<file path="src/rtl/stage_writeback_pkg.sv">
// -----------------------------------------------------------------------------
// stage_writeback_pkg
//
// Shared instruction decode for the 16-bit pipeline. Execute, hazard and
// writeback logic import this package so they all agree on which opcodes
// write the register file and which opcodes update the N/Z flags.
//
// Instruction fields:
//   [3:0]  opcode
//   [4]    immediate flag (register vs immediate form of the same opcode)
//   [7:5]  Rx (destination / source A)
//   [10:8] Ry (source B)
// -----------------------------------------------------------------------------
package stage_writeback_pkg;

   localparam int unsigned DataW   = 16;
   localparam int unsigned RegIdxW = 3;
   localparam int unsigned OpW     = 4;

   // Opcode map. The immediate form of an opcode shares the encoding and is
   // distinguished only by ir[4]. Encodings 11..15 are undefined.
   localparam logic [OpW-1:0] OP_MV_X   = 4'd0;
   localparam logic [OpW-1:0] OP_ADD_X  = 4'd1;
   localparam logic [OpW-1:0] OP_SUB_X  = 4'd2;
   localparam logic [OpW-1:0] OP_CMP_X  = 4'd3;
   localparam logic [OpW-1:0] OP_LD     = 4'd4;
   localparam logic [OpW-1:0] OP_ST     = 4'd5;
   localparam logic [OpW-1:0] OP_MVHI   = 4'd6;
   localparam logic [OpW-1:0] OP_J_X    = 4'd7;
   localparam logic [OpW-1:0] OP_JZ_X   = 4'd8;
   localparam logic [OpW-1:0] OP_JN_X   = 4'd9;
   localparam logic [OpW-1:0] OP_CALL_X = 4'd10;

   // Calls deposit their return address here.
   localparam logic [RegIdxW-1:0] WB_LINK_REG = 3'd7;

   // Source of the register-file write data for a retiring instruction.
   typedef enum logic [1:0] {
      WbNone,
      WbAlu,
      WbMem,
      WbLink
   } wb_src_e;

   function automatic wb_src_e op_wb_src(input logic [OpW-1:0] op);
      wb_src_e src;
      case (op)
         OP_MV_X, OP_ADD_X, OP_SUB_X, OP_MVHI: src = WbAlu;
         OP_LD:                                src = WbMem;
         OP_CALL_X:                            src = WbLink;
         default:                              src = WbNone;
      endcase
      return src;
   endfunction

   function automatic logic op_writes_rf(input logic [OpW-1:0] op);
      return op_wb_src(op) != WbNone;
   endfunction

   // Only arithmetic that produces a meaningful comparison result moves the
   // flags; moves and loads leave them alone.
   function automatic logic op_sets_flags(input logic [OpW-1:0] op);
      return (op == OP_ADD_X) || (op == OP_SUB_X) || (op == OP_CMP_X);
   endfunction

endpackage

</file>
<file path="src/rtl/fwd_detect.sv">
// -----------------------------------------------------------------------------
// fwd_detect
//
// Compares the register being written this cycle against both source fields
// of the instruction in the RF-read stage, so that stage can take the write
// data instead of the stale register-file value.
//
// Ports:
//   rf_we       in   write enable of the retiring instruction
//   rf_sel_w    in   write register index
//   next_ir     in   instruction in the RF-read stage ([7:5] src A, [10:8] src B)
//   detect_reg  out  bit 0: forward onto A, bit 1: forward onto B
// -----------------------------------------------------------------------------
module fwd_detect
   import stage_writeback_pkg::*;
(
   input  logic               rf_we,
   input  logic [RegIdxW-1:0] rf_sel_w,
   input  logic [DataW-1:0]   next_ir,
   output logic [1:0]         detect_reg
);

   logic [RegIdxW-1:0] src_a;
   logic [RegIdxW-1:0] src_b;

   assign src_a = next_ir[7:5];
   assign src_b = next_ir[10:8];

   // No qualification on whether next_ir really reads A or B, and r0 is an
   // ordinary register here; the consumer drops any bit it does not need.
   always_comb begin
      detect_reg    = 2'b00;
      detect_reg[0] = rf_we & (rf_sel_w == src_a);
      detect_reg[1] = rf_we & (rf_sel_w == src_b);
   end

   logic unused_next_ir;
   assign unused_next_ir = ^{next_ir[15:11], next_ir[4:0]};

endmodule

</file>
<file path="src/rtl/stage_writeback.sv">
// -----------------------------------------------------------------------------
// stage_writeback
//
// Last pipeline stage. Holds the retiring instruction, picks the write data
// (ALU result, load data or return address), drives the register-file write
// port, owns the architectural N/Z flags, counts retired instructions and
// produces the same-cycle forwarding value and hit bits for the RF-read stage.
//
// Ports:
//   clk, reset        single clock, synchronous active-high reset
//   valid_in          execute-stage instruction is valid
//   ir_in             execute-stage instruction
//   alu_result_in     execute-stage ALU result
//   alu_n_in/z_in     ALU flags for that result
//   pc_plus2_in       return address for calls
//   mem_rdata         synchronous memory read data (valid while load is here)
//   stall_in          hold the stage, suppress every architectural update
//   flush_in          squash the instruction being captured
//   next_ir           instruction in the RF-read stage
//   valid_out         stage register holds a valid instruction
//   rf_we/sel_w/wdata register-file write port
//   flag_n, flag_z    architectural flags
//   fwd_data          forwarding value (same as rf_wdata)
//   detect_reg        forward hit on source A (bit 0) / source B (bit 1)
//   retired           retired-instruction counter, wraps
// -----------------------------------------------------------------------------
module stage_writeback
   import stage_writeback_pkg::*;
(
   input  logic               clk,
   input  logic               reset,
   input  logic               valid_in,
   input  logic [DataW-1:0]   ir_in,
   input  logic [DataW-1:0]   alu_result_in,
   input  logic               alu_n_in,
   input  logic               alu_z_in,
   input  logic [DataW-1:0]   pc_plus2_in,
   input  logic [DataW-1:0]   mem_rdata,
   input  logic               stall_in,
   input  logic               flush_in,
   input  logic [DataW-1:0]   next_ir,
   output logic               valid_out,
   output logic               rf_we,
   output logic [RegIdxW-1:0] rf_sel_w,
   output logic [DataW-1:0]   rf_wdata,
   output logic               flag_n,
   output logic               flag_z,
   output logic [DataW-1:0]   fwd_data,
   output logic [1:0]         detect_reg,
   output logic [DataW-1:0]   retired
);

   // ---------------------------------------------------------------------
   // Stage register and architectural state
   // ---------------------------------------------------------------------
   logic             valid_q, valid_d;
   logic [DataW-1:0] ir_q,    ir_d;
   logic [DataW-1:0] alu_q,   alu_d;
   logic             n_q,     n_d;
   logic             z_q,     z_d;
   logic [DataW-1:0] pc2_q,   pc2_d;
   logic             flag_n_q, flag_n_d;
   logic             flag_z_q, flag_z_d;
   logic [DataW-1:0] retired_q, retired_d;

   // ---------------------------------------------------------------------
   // Decode of the instruction held in the stage
   // ---------------------------------------------------------------------
   logic [OpW-1:0] op;
   wb_src_e        wb_src;
   logic           retire;

   assign op     = ir_q[3:0];
   assign wb_src = op_wb_src(op);
   // An instruction leaves the stage on any edge where it is valid and the
   // pipe is moving; a stall keeps it here for another try.
   assign retire = valid_q & ~stall_in;

   // ---------------------------------------------------------------------
   // Next-state logic
   // ---------------------------------------------------------------------
   always_comb begin
      valid_d   = valid_q;
      ir_d      = ir_q;
      alu_d     = alu_q;
      n_d       = n_q;
      z_d       = z_q;
      pc2_d     = pc2_q;
      flag_n_d  = flag_n_q;
      flag_z_d  = flag_z_q;
      retired_d = retired_q;

      // Stall beats flush: a squash request during a stall is ignored
      // because nothing is being captured.
      if (!stall_in) begin
         valid_d = valid_in & ~flush_in;
         ir_d    = ir_in;
         alu_d   = alu_result_in;
         n_d     = alu_n_in;
         z_d     = alu_z_in;
         pc2_d   = pc_plus2_in;
      end

      if (retire) begin
         retired_d = retired_q + 16'd1;
         if (op_sets_flags(op)) begin
            flag_n_d = n_q;
            flag_z_d = z_q;
         end
      end
   end

   always_ff @(posedge clk) begin
      if (reset) begin
         valid_q   <= 1'b0;
         ir_q      <= '0;
         alu_q     <= '0;
         n_q       <= 1'b0;
         z_q       <= 1'b0;
         pc2_q     <= '0;
         flag_n_q  <= 1'b0;
         flag_z_q  <= 1'b0;
         retired_q <= '0;
      end else begin
         valid_q   <= valid_d;
         ir_q      <= ir_d;
         alu_q     <= alu_d;
         n_q       <= n_d;
         z_q       <= z_d;
         pc2_q     <= pc2_d;
         flag_n_q  <= flag_n_d;
         flag_z_q  <= flag_z_d;
         retired_q <= retired_d;
      end
   end

   // ---------------------------------------------------------------------
   // Write port
   // ---------------------------------------------------------------------
   always_comb begin
      rf_we    = retire & (wb_src != WbNone);
      rf_sel_w = (wb_src == WbLink) ? WB_LINK_REG : ir_q[7:5];
      // Non-writing opcodes fall through to alu_q so the bus is quiet (zero)
      // out of reset, when ir_q decodes as MV.
      unique case (wb_src)
         WbMem:   rf_wdata = mem_rdata;
         WbLink:  rf_wdata = pc2_q;
         default: rf_wdata = alu_q;
      endcase
   end

   assign fwd_data  = rf_wdata;
   assign valid_out = valid_q;
   assign flag_n    = flag_n_q;
   assign flag_z    = flag_z_q;
   assign retired   = retired_q;

   // ---------------------------------------------------------------------
   // Forwarding hit detection
   // ---------------------------------------------------------------------
   fwd_detect u_fwd_detect (
      .rf_we      (rf_we),
      .rf_sel_w   (rf_sel_w),
      .next_ir    (next_ir),
      .detect_reg (detect_reg)
   );

   // Upper Ry/immediate bits and the immediate flag do not affect writeback.
   logic unused_ir;
   assign unused_ir = ^{ir_q[15:8], ir_q[4]};

endmodule

</file>
<file path="config.mk">
export PLATFORM = sky130hd
export DESIGN_NAME = stage_writeback
export DESIGN_NICKNAME = d
export VERILOG_FILES = /design/src/rtl/stage_writeback_pkg.sv /design/src/rtl/fwd_detect.sv /design/src/rtl/stage_writeback.sv
export SDC_FILE = /design/constraint.sdc
export NUM_CORES = 1
export LEC_CHECK = 0
export ABC_AREA = 1
export CAP_MARGIN = 20
export CELL_PAD_IN_SITES_DETAIL_PLACEMENT = 0
export CELL_PAD_IN_SITES_GLOBAL_PLACEMENT = 1
export CORE_MARGIN = 5
export CORE_UTILIZATION = 29
export DETAILED_ROUTE_END_ITERATION = 6
export GPL_TIMING_DRIVEN = 0
export MAX_ROUTING_LAYER = met4
export PLACE_DENSITY_LB_ADDON = 0.08
export SETUP_SLACK_MARGIN = 0.1
export SLEW_MARGIN = 0
export SYNTH_ARGS = -nofsm -noshare
export SYNTH_HDL_FRONTEND = slang
export SYNTH_SLANG_ARGS = --single-unit
</file>
<file path="constraint.sdc">
create_clock -name clk -period 2.35 [get_ports clk]
set_input_delay 0.47 -clock clk [delete_from_list [all_inputs] [get_ports clk]]
set_output_delay 0.47 -clock clk [all_outputs]
set_load 0.05 [all_outputs]
</file>
# Yosys cells after proc, flatten, opt, wreduce, memory -nomap -nowiden
# Cells that the tools add are included.
# W data, S select, Z words.
[word_totals]
reg_bits = 61
out_inout_bits = 57
[classes]
add_sub_neg = 1
n_eq_ne = 10
mux = 3
n_bitwise = 7
reduce_logical = 6
[op_table]
columns = ["operator", "count"]
rows = [
  ["$pmux W16 S2", 1],
  ["$add A16 B1 Y16 const B", 1],
  ["$eq A4 B2 Y1 const B", 2],
  ["$eq A4 B3 Y1 const B", 2],
  ["$eq A3 B3 Y1", 2],
  ["$pmux W2 S3", 1],
  ["$and A1 B1 Y1", 5],
  ["$eq A2 B2 Y1 const B", 2],
  ["$eq A4 B1 Y1 const B", 1],
  ["$eq A4 B4 Y1 const B", 1],
  ["$logic_not A4 Y1", 1],
  ["$reduce_or A4 Y1", 1],
  ["$mux W3", 1],
  ["$logic_or A1 B1 Y1", 2],
  ["$not A1 Y1", 2],
  ["$reduce_and A2 Y1", 1],
  ["$reduce_bool A2 Y1", 1],
]

# Longest topological paths before layout
[depth]
ltp_word = 7
ltp_mapped = 9
depth_no_buf = 8

# Modules after synthesis
# From an unflattened synthesis, not the netlist that was laid out.
[hier_totals]
cells_unflattened = 447
hier_area_um2 = 3065.4
[modules_own_cells]
columns = ["module", "instances", "cells_per_inst", "area_per_inst_um2", "seq_area_each_um2"]
rows = [
  ["stage_writeback", 1, 417, 2947.8, 1201.2],
  ["fwd_detect", 1, 30, 117.6, 0.0],
]

# Worst setup path after synthesis
# OpenSTA, ideal clock, no wires.
[synth_timing]
path_type = "register to output"
startpoint = "reg ir_q[1]"
endpoint = "out detect_reg[0]"
arrival_time_ns = 1.923
required_ns = 1.880
path_slack_ns = -0.043
stages_incl_launch_ff = 9
n_path_buf = 0
path_cell_list = "dfxtp_1 inv_1 nor2_8 nand2_4 nand2_1 nand2_1 nand2_1 nand3_1 nor2_1"
[synth_between]
elab_chain_cells = 7
elab_cells_between_ends = 14
cone_classes = "eq/ne (7); mux (2); bitwise (2); reduce/logical (3)"
[synth_lines]
columns = ["item", "line", "rtl"]
rows = [
  ["start, declared", "stage_writeback.sv:57", "logic [DataW-1:0] ir_q, ir_d;"],
  ["start signal, assigned", "stage_writeback.sv:126", "ir_q <= ir_d;"],
  ["$eq A4 B1 Y1 (tied with other cells)", "stage_writeback_pkg.sv:47", "case (op)"],
  ["$reduce_or A4 Y1", "stage_writeback_pkg.sv:47", ""],
  ["$pmux W2 S3 *", "stage_writeback_pkg.sv:47", ""],
  ["$eq A2 B2 Y1 *", "stage_writeback.sv:142", "rf_sel_w = (wb_src == WbLink) ? WB_LINK_REG : ir_q[7:5];"],
  ["$mux W3 *", "stage_writeback.sv:142", ""],
  ["net rf_sel_w[0]", "stage_writeback.sv:44", "output logic [RegIdxW-1:0] rf_sel_w,"],
  ["$eq A3 B3 Y1 *", "fwd_detect.sv:33", "detect_reg[0] = rf_we & (rf_sel_w == src_a);"],
  ["$and A1 B1 Y1 *", "fwd_detect.sv:33", ""],
  ["end, declared", "stage_writeback.sv:49", "output logic [1:0] detect_reg,"],
]
# The timed path passes the listed nets; every way through them passes the cells marked *.

# Worst setup path after layout
[layout_timing]
startpoint = "reg ir_q[3]"
endpoint = "out rf_wdata[0]"
[layout_between]
elab_chain_cells = 5
elab_cells_between_ends = 11
cone_classes = "eq/ne (7); mux (2); reduce/logical (2)"
[layout_lines]
columns = ["item", "line", "rtl"]
rows = [
  ["$eq A4 B1 Y1 (tied with other cells)", "stage_writeback_pkg.sv:47", ""],
  ["$reduce_or A4 Y1", "stage_writeback_pkg.sv:47", ""],
  ["$pmux W2 S3 *", "stage_writeback_pkg.sv:47", ""],
  ["$eq A2 B2 Y1", "stage_writeback.sv:145", "unique case (wb_src)"],
  ["$pmux W16 S2 *", "stage_writeback.sv:145", ""],
  ["end, declared", "stage_writeback.sv:45", "output logic [DataW-1:0] rf_wdata,"],
]
# Every way passes the cells marked *; elsewhere a longest branch is shown, timed or not.

==> metrics.md <==
| Metric | Value |
|---|---|
| Post-Synth Adder-Cell Area | 0.00421 |
| Worst min-delay path class | reg -> reg |
| Synthesized Nets | around 530 |
| Setup crit start | ir_q[3] |
| DRT antenna net count | 0 |
| CTS sink cnt | 60 |
| Vias | between 3000 and 4000 |
| Most used DFF post-synth | dfxtp_1 |
| Most frequent CP cell | nand2_4 |
| Final Non-Filler Cells | approximately 720 |
| Kind of critical path | reg -> out |
| Path depth of the worst reg2reg path | 7 |
| Critical Path AT | between 1500 and 2000 ps |
| Skew final | 8.53 ps |
| Post-Synth Simple-Gate Area | 0.366 |
| Initial drt markers | 89 |
| Row count | 37 |
| Final WL | around 10000 um |
| Critical path's top delay family | buffers and inverters |
| Final hold viol count | 0 |
| Slowest stage delay, CP | around 350 ps |
| Most numerous cell in the Yosys netlist | nor2_1 |
| RePlAce Congestion | 0.806 |
| WP buf/inv | 5 |
| Crit end category | output pin |
| Synthesis warning total | 0 |
| Initial DRT Pass Iterations | 4 |
| Crit. path cell count | 10 |
| Fraction of synthesized area in multiplexers | 0 |
| Synth Instances | roughly 440 |
| Synth top area share | 0.404 |
| Clock transition at path regs | 70 ps |
| Fmax | roughly 460 MHz |
| Syn avg cell area | between 6 and 7 um^2 |
| Area growth from synthesis to layout | 59.7% |
| RSZ-0062 raised after global routing | yes |
| Clk Latency, worst-skew pair | about 340 ps |
| Slowest cell on crit path | dfxtp_2 |
| Status | complete, no violations |
| DR WL/cell | ~14 um |
| Synth Area in XOR/XNOR | 0.00884 |
| Max VDD drop | between 0.3 and 0.4 mV |
| DRC | 0 |
| Post-layout util | 0.468 |
| Cell Area, Synth | approximately 0.0030 mm^2 |
| Root Buffer | clkbuf_8 |
| Ordered cell list for the critical path | inv_4 > nor2_4 > nand2_4 > nand2_4 > inv_8 > clkbuf_16 > nand2_1 > nand3_2 > buf_4 > buf_6 |
| Smallest hold slack | 453 ps |
| Setup WS post-layout | 179 ps |
| I/O Buffers | 124 |
| Starting density of the core | 0.293 |
| Worst flop-to-flop path startpoint | retired[0] |
| Worst-path fanout max | 10 |
| Global-route wire length before repair | 16100 um |
| Vias in the first global route | roughly 3200 |
| Yosys reg bits | 60 |
| Fraction of registers with async set/reset | 0 |
| H-tree levels | 3 |
| Rel. slew slack | 0.611 |
| Placed Area | around 0.0044 mm^2 |
| Final worst path period share | 0.924 |
| Total track usage | 0.167 |
| Post-route design area | around 0.0047 mm^2 |
| Synth unique cells | 26 |
| Die Y | 111 um |
| Layout fillers | about 1000 |
| Largest family of logic cells by synthesized area | simple AND/OR/NAND/NOR gates |
| Die area | ~0.012 mm^2 |
| Total gr overflow | 0 |
| DP HPWL | 7550 um |
| Antenna violations before repair | 0 |
| Final setup viols | 0 |
| Num CTS Buffers | 9 |
| Placement Setup Slack | -643 ps |
| Synth top area cells | dfxtp_1 40%, nor2_1 13%, nand2_1 9.3% |
| EDFF count, synth | 0 |
| Most frequent cells after synthesis | 105 x nor2_1, 74 x nand2_1, 60 x dfxtp_1, 48 x o21ai_0, 47 x nand3_1 |
| R2r endpoint | retired[14] |
| Inst Count DP | 699 |
| Final slew viol count | 0 |
| Nets | 668 |
| Yosys top cell by area | dfxtp_1 |
| Share of layout cells above drive strength 1 | 0.202 |
| Setup_tns | 0 ps |
| Critical Path Sink | rf_wdata[0] |
| Pin count of the biggest net entering global routing | 13 |
| Leak | slightly above 2 nW |
| Req. time, crit path | 1880 ps |
| R2R Setup Slk | approximately 940 ps |
| Tot Pwr | slightly below 3 mW |
| Clk buf depth | 2 |
| ANT cells | 0 |
| Worst slew pin tran | roughly 580 ps |
| Die extent in x | 111 um |
| Crit path launch type | register |
| Number of I/O pins | about 140 |
| Min cycle time layout | 2170 ps |
| Seq/Total Area, Yosys | 0.404 |
| CTS tree | done |
| Power Density | between 600 and 700 mW/mm^2 |
| Max_cap viols | 0 |
| Mean number of vias per cell | roughly 4.5 |
| Core area | 0.0101 mm^2 |
| Synth Area in Compound Gates | 0.109 |
-- per-layer routing --
metal / track usage / wire (um) / vias to the layer above / part of all wire
li1: - / - / 1694 / -
met1: 0.212 / 4870 / 1459 / 0.48
met2: 0.261 / 4750 / 79 / 0.47
met3: 0.0409 / 450 / 9 / 0.044
met4: 0.0519 / 136 / 0 / 0.013
met5: - / 0 / - / 0
-- worst min-delay path, cell delays in order (launching register included) --
cell,delay (ps)
dfxtp_1,320
inv_1,50
a21oi_1,50
-- where the power goes --
| part | internal, mW | leakage [nW] | total [mW] | switching [mW] |
|---|---|---|---|---|
| combinational | 0.312 | 1.44 | 0.782 | 0.470 |
| clock | 0.602 | 0.106 | 1.06 | 0.460 |
| sequential | 1.07 | 0.496 | 1.10 | 0.0348 |
| total | 1.98 | 2.04 | 2.95 | 0.965 |
-- layout make-up --
class                      count  area [um^2]  share of cell area
buffer                        35          233              0.0490
clock buffer                   9          124              0.0261
clock inverter                 7          101              0.0213
inverter                      28          120              0.0253
multi-input combinational    316         1530               0.322
sequential                    60         1210               0.255
tap                          136          170              0.0358
timing repair buffer         130         1260               0.266
-- layout by cell type (no fill, tap or decap), types with 2 or more instances in the layout --
master,count
o21ai_0,47
clkdlybuf4s15_2,9
nor2_1,102
a21oi_1,14
nor3_2,2
clkbuf_1,10
inv_1,23
clkinv_4,4
nand2_4,2
nand2_2,2
xor2_1,3
buf_4,21
inv_2,2
nand4_1,7
clkdlybuf4s50_1,85
nand3_2,8
nor2_2,4
bufinv_16,2
nand2_1,72
buf_2,20
nand3_1,39
nor2_4,4
dfxtp_1,56
nand3b_1,3
clkbuf_8,9
clkbuf_4,2
buf_8,3
dfxtp_2,3
buf_6,12
clkinvlp_4,2
-- worst min path at each step --
stage / end / from / cells past startpoint
CTS: flag_n / flag_n / 2
global route: flag_n / flag_n / 2
global placement: flag_z / flag_z / 2
floorplan: n_q / n_q / 2
finish: flag_n / flag_n / 2
detailed placement: flag_n / flag_n / 2
-- flip-flops by register name, summed over array words and instances, names as in the netlist --
signal and cells:
ir_q 7, flag_z 1, retired 16, n_q 1, z_q 1, flag_n 1
valid_out 1, alu_q 16, pc2_q 16
-- kinds of logic (layout without fill, tap and decap cells) --
family | after synthesis | count (layout)
adder cells (fa/ha/maj) | 1 | 1
XOR/XNOR | 3 | 3
buffers and inverters | 63 | 209
AO/OA/AOI/OAI | 64 | 64
flip-flops | 60 | 60
AND/OR/NAND/NOR | 248 | 248
-- repair_timing --
| item | CTS | global route |
|---|---|---|
| gates resized for setup | 211 | 27 |
| cloned | 1 | 1 |
| buffers inserted | 3 | 1 |
| setup endpoints to repair | 38 | 27 |
| hold buffers | 0 | 0 |
| pin swaps | 3 | 7 |
Power figures use the tool's default switching activity.
